==> config.mk <==
export PLATFORM = sky130hd
export DESIGN_NAME = morph_sched
export DESIGN_NICKNAME = d
export VERILOG_FILES = /design/src/rtl/morph_pkg.sv /design/src/rtl/morph_sched_frame_edge.sv /design/src/rtl/morph_sched.sv
export SDC_FILE = /design/constraint.sdc
export NUM_CORES = 1
export LEC_CHECK = 0
export CAP_MARGIN = 20
export CORE_MARGIN = 4
export CORE_UTILIZATION = 40
export CTS_BUF_LIST = sky130_fd_sc_hd__clkbuf_8
export DETAILED_ROUTE_END_ITERATION = 6
export GPL_ROUTABILITY_DRIVEN = 0
export SETUP_SLACK_MARGIN = 0.4
export SKIP_LAST_GASP = 1
export SLEW_MARGIN = 20
export SYNTH_ARGS = -nofsm -noshare
export SYNTH_HDL_FRONTEND = slang
export SYNTH_SLANG_ARGS = --single-unit
==> constraint.sdc <==
create_clock -name clock -period 2.38 [get_ports clock]
set_input_delay 0.238 -clock clock [delete_from_list [all_inputs] [get_ports clock]]
set_output_delay 0.238 -clock clock [all_outputs]
set_load 0.02 [all_outputs]
==> src/rtl/morph_pkg.sv <==
// Shared types and defaults for the morphology stage scheduler.
package morph_pkg;

    localparam int unsigned STAGES_DEF = 4;

    typedef enum logic [1:0] {
        BYPASS,
        RUN,
        FLUSH
    } sched_state_t;

endpackage

==> src/rtl/morph_sched_frame_edge.sv <==
// Registers vert_sync and step once, then detects edges on the registered copies.
module frame_edge (
    input  logic clock,
    input  logic reset_n,
    input  logic vert_sync,
    input  logic step,
    output logic fb,
    output logic step_rise
);

    logic vs_q, vs_qq;
    logic st_q, st_qq;

    // vert_sync idles high, so its history resets high to avoid a spurious boundary
    always_ff @(posedge clock or negedge reset_n) begin
        if (!reset_n) begin
            vs_q  <= 1'b1;
            vs_qq <= 1'b1;
            st_q  <= 1'b0;
            st_qq <= 1'b0;
        end else begin
            vs_q  <= vert_sync;
            vs_qq <= vs_q;
            st_q  <= step;
            st_qq <= st_q;
        end
    end

    assign fb        = vs_qq & ~vs_q;
    assign step_rise = st_q & ~st_qq;

endmodule

==> src/rtl/morph_sched.sv <==
// Frame-synchronous scheduler for the erosion/dilation chain: picks per-stage ops,
// applies changes only at frame boundaries and flushes the stages after each change.
module morph_sched
    import morph_pkg::*;
#(
    parameter int unsigned STAGES       = STAGES_DEF,
    parameter int unsigned DWELL_FRAMES = 60,
    parameter int unsigned FLUSH_CYCLES = 800
) (
    input  logic              clock,
    input  logic              reset_n,
    input  logic              vert_sync,
    input  logic              auto_mode,
    input  logic              step,
    input  logic [STAGES-1:0] manual_cfg,
    input  logic              bypass,
    output logic [STAGES-1:0] proc_what,
    output logic              stage_flush,
    output logic              show_orig,
    output logic [STAGES-1:0] cfg_index,
    output logic [15:0]       frame_count
);

    localparam int unsigned DW = (DWELL_FRAMES > 1) ? $clog2(DWELL_FRAMES) : 1;
    localparam int unsigned FW = (FLUSH_CYCLES > 1) ? $clog2(FLUSH_CYCLES) : 1;
    localparam logic [DW-1:0] DWELL_LAST = DW'(DWELL_FRAMES - 1);
    localparam logic [FW-1:0] FLUSH_LAST = FW'(FLUSH_CYCLES - 1);

    sched_state_t      state;
    logic              fb, step_rise;
    logic              step_latch;
    logic              auto_q;
    logic [DW-1:0]     dwell;
    logic [FW-1:0]     flush_cnt;
    logic [STAGES-1:0] pending, pend_d, pw_d;
    logic              expire, apply;

    frame_edge u_frame_edge (
        .clock     (clock),
        .reset_n   (reset_n),
        .vert_sync (vert_sync),
        .step      (step),
        .fb        (fb),
        .step_rise (step_rise)
    );

    // The FSM compares against the next pending value so a dwell expiry lands on its own fb
    always_comb begin
        expire = fb && (dwell == DWELL_LAST);
        pend_d = pending;
        if (auto_mode) begin
            if (expire || step_latch)
                pend_d = cfg_index + STAGES'(1);
        end else begin
            pend_d = manual_cfg;
        end
        pw_d = '0;
        for (int unsigned i = 0; i < STAGES; i++)
            pw_d[STAGES-1-i] = pend_d[i];
        apply = fb && (state == RUN) && !bypass && (pend_d != cfg_index);
    end

    always_ff @(posedge clock or negedge reset_n) begin
        if (!reset_n) begin
            auto_q      <= 1'b0;
            pending     <= '0;
            step_latch  <= 1'b0;
            frame_count <= '0;
            dwell       <= '0;
        end else begin
            auto_q     <= auto_mode;
            pending    <= pend_d;
            step_latch <= step_rise | (step_latch & ~fb);
            if (fb)
                frame_count <= frame_count + 16'd1;
            // Saturate so an expiry seen outside RUN stays armed until it can apply
            if (apply || (auto_mode != auto_q))
                dwell <= '0;
            else if (fb && (dwell != DWELL_LAST))
                dwell <= dwell + DW'(1);
        end
    end

    always_ff @(posedge clock or negedge reset_n) begin
        if (!reset_n) begin
            state       <= BYPASS;
            flush_cnt   <= '0;
            cfg_index   <= '0;
            proc_what   <= '0;
            stage_flush <= 1'b1;
            show_orig   <= 1'b1;
        end else begin
            case (state)
                BYPASS: begin
                    if (fb && !bypass) begin
                        state       <= FLUSH;
                        flush_cnt   <= FLUSH_LAST;
                        show_orig   <= 1'b0;
                        stage_flush <= 1'b1;
                    end
                end
                RUN: begin
                    if (fb && bypass) begin
                        state       <= BYPASS;
                        show_orig   <= 1'b1;
                        stage_flush <= 1'b1;
                    end else if (apply) begin
                        state       <= FLUSH;
                        flush_cnt   <= FLUSH_LAST;
                        cfg_index   <= pend_d;
                        proc_what   <= pw_d;
                        stage_flush <= 1'b1;
                    end
                end
                FLUSH: begin
                    if (fb && bypass) begin
                        state     <= BYPASS;
                        show_orig <= 1'b1;
                    end else if (flush_cnt == '0) begin
                        state       <= RUN;
                        stage_flush <= 1'b0;
                    end else begin
                        flush_cnt <= flush_cnt - FW'(1);
                    end
                end
                default: begin
                    state       <= BYPASS;
                    show_orig   <= 1'b1;
                    stage_flush <= 1'b1;
                end
            endcase
        end
    end

endmodule
==> key figures <==
Run status
  • Status: complete, no violations

Yosys
  • Cell type with the largest total area after synthesis: dfrtp_1
  • Syn Inst Count: 291
  • Most common cell in the synthesized netlist: dfrtp_1
  • Top cell type's share of synthesized area: 40.00%
  • Async SR Flop Fraction: 100.0%
  • Synth Area per Inst: 9.889 um^2
  • Ys flop type: dfrtp_1
  • Unique masters post-synth: 61
  • Mux cell area share after synthesis: 4.913%
  • Synthesized area: 0.002878 mm^2
  • Post-synth EDFFs: 0
  • Count of state elements after synthesis: 50
  • Main combinational cell family by area after synthesis: simple AND/OR/NAND/NOR gates
  • Number of synthesis warnings: 0
  • Adder-cell share of the synthesized area: 3.478%
  • Register area share after synthesis: 43.65%
  • Mapped Nets: 309
  • Synth area leaders: dfrtp_1 40%, xnor2_1 4.9%, dfstp_2 3.7%, nand2_1 3.5%, ha_1 3.5%
  • XOR/XNOR Fraction of Synth Area: 7.609%
  • Compound-Gate Fraction of Synth Area: 14.00%
  • Simple-Gate Fraction of Synth Area: 20.35%
  • Commonest cells in the synthesized netlist: 46 x dfrtp_1, 27 x nand2_1, 17 x inv_1

Critical path
  • FF-to-FF Start: dwell[1]
  • CP max stage cell: or4b_4
  • Setup crit end kind: register
  • CP bufs+invs: 0
  • Slowest stage delay, CP: 0.49 ns
  • Critical-path cell list: ha_2, and4b_4, a21oi_4, or4b_4, and4_4, a21oi_4, mux2_4
  • CP max FO: 5
  • Startpoint Class: register
  • Kind of cell adding the most delay to the critical path: simple AND/OR/NAND/NOR gates
  • CP startpoint: dwell[1]
  • Most numerous cell on the critical path: a21oi_4
  • CP required: 2.57 ns
  • Category of the most critical setup path: register to register
  • CP Data Arrival Time: 2.43 ns

Timing
  • Final Hold Viols: 0
  • Slew headroom: 45.99%
  • Final worst slack: 0.1376 ns
  • Clk_skew: 0.009889 ns
  • Final setup viols: 0
  • Fmax: 446.0 MHz
  • Final period utilization: 94.22%
  • Max-slew violations: 0
  • Pin slew with the least headroom to its limit: 0.8074 ns
  • Minimum clock period: 2.242 ns
  • Unrepaired setup endpoints after global routing: yes

Worst hold path
  • Worst Hold Launch: vert_sync
  • Path type of the worst min-delay path: input port to register

Cells and area
  • Post-Route Utilization: 56.36%
  • Final instance area: 0.003892 mm^2
  • Fillcell total: 632
  • Layout Nets: 377
  • # diodes: 0
  • Synthesis-to-finish area growth: 35.26%
  • Register area: 0.001256 mm^2
  • Share of cells above drive strength 1: 28.33%
  • Footprint of the multi-input gates: 0.001674 mm^2

CTS
  • Clock-pin slew on the worst setup and hold paths: 0.10 ns
  • Root buffer cell: clkbuf_8
  • CTS tree: built
  • Clk sinks: 50
  • Clk_lat worst skew: 0.30 ns
  • CTS H-tree lvls: 2
  • Num CTS Buffers: 5
  • Max Root-Sink Buffers: 2

Routing
  • Routed Antenna Nets: 0
  • Drt wl/cell: 14.36 um
  • Drt pass-1 iters: 4
  • DR DRC count: 0
  • 1st-iter DRT viols: 100
  • Total Wirelength: 6546 um
  • Via Count: 2427
  • Routed vias/inst: 5.322

Place
  • Placed cell areas: 0.003465 mm^2
  • IO buf count: 35
  • Pre-CTS setup slack: -0.01634 ns
  • Dpl hpwl: 4615 um

Pwr
  • Worst VDD drop: 0.4328 mV
  • Pwr dens: 909.3 mW/mm^2
  • Leakage: 1.642 nW

Floorplanning
  • Top Ports: 36
  • Die area: 0.008616 mm^2
  • Row count: 30
  • Die height: 92.82 um
  • Initial Util: 41.67%
  • Core box area: 0.006907 mm^2
  • Die X: 92.82 um

Global routing
  • Largest net degree at the start of global routing: 27
  • Initial antenna violation count: 0
  • Congestion Overflow GR: 0
  • First-pass GRT wire length: 11450 um
  • Vias in the first global route: 2399
  • Tot GR Track Use: 16.43%

Job
  • Max Cap Viol: 0
placed cells by master, fill, tap and decap left out, drive strengths merged, types with 12 or more instances in the layout:
cell type / instances
nand2: 27
a21oi: 12
nand4: 14
inv: 17
xnor2: 16
dfrtp: 46
clkdlybuf4s50: 34
nand3: 16
nor3: 14
buf: 39
layout make-up:
cell class	count	share of cell area [%]
Sequential cell	50	32.27
Multi-Input combinational cell	210	43.01
Inverter	18	1.736
Timing Repair Buffer	74	17.58
Clock inverter	3	0.5464
Clock buffer	5	1.768
Tap cell	96	3.086
layer usage:
| layer | GRT usage [%] | vias to the layer above | wire length (um) |
|---|---|---|---|
| li1 | - | 1185 | - |
| met1 | 22.15 | 1191 | 3156 |
| met2 | 26.99 | 43 | 3042 |
| met3 | 3.087 | 8 | 272 |
| met4 | 4.396 | 0 | 74 |
| met5 | 0 | - | 0 |
flip-flops by register name (all words and copies together), names as in the netlist, 2 cells and up:
register,flops
dwell,6
pending,4
proc_what,3
state,2
frame_count,16
flush_cnt,10
cell families (layout without fill, tap and decap cells):
kind of cell,after synthesis,count (layout)
DFF,50,50
xor gates and xnor gates,25,25
buffers and inverters,32,100
adders and majority gates,8,8
AOI/OAI and AO/OA,54,54
muxes,13,13
and+or+nand+nor,109,110
timing repair:
action | 4_1_cts | 5_1_grt
pin swaps | 9 | 8
hold buffers | 1 | 0
endpoints found under the hold margin | 21 | 0
buffers inserted | 13 | 3
gates resized for setup | 25 | 18
endpoints found under the setup margin | 20 | 29
cloned | 1 | 0
power by group:
| group | internal, mW | total (mW) | switching (mW) | leakage (nW) |
|---|---|---|---|---|
| logic | 0.876 | 1.86 | 0.982 | 0.980 |
| clock network | 0.207 | 0.490 | 0.283 | 0.0441 |
| registers | 1.01 | 1.19 | 0.185 | 0.617 |
| total | 2.09 | 3.54 | 1.45 | 1.64 |
worst paths after layout:
path                                      end  slack [ns]  cells after the start
setup / recovery                 flush_cnt[1]        0.14                      7
hold / removal              u_frame_edge.vs_q        0.33                      1
hold reg to reg            u_frame_edge.st_qq        0.39                      0
max in group asynchronous           show_orig        1.32                      3
setup reg to reg                 flush_cnt[1]        0.14                      7
min in group asynchronous            dwell[5]        0.45                      2
through the flow:
stage	TNS (ns)	instances	hold slack, ns	total power, mW
global placement	0	430	0.2724	2.715
CTS	0	453	0.3170	3.503
global route	0	456	0.3197	3.796
finish	0	456	0.3278	3.540
detailed placement	-0.02540	430	0.2756	2.732
floorplan	0	291	-0.05759	2.222
Power figures use the tool's default switching activity.
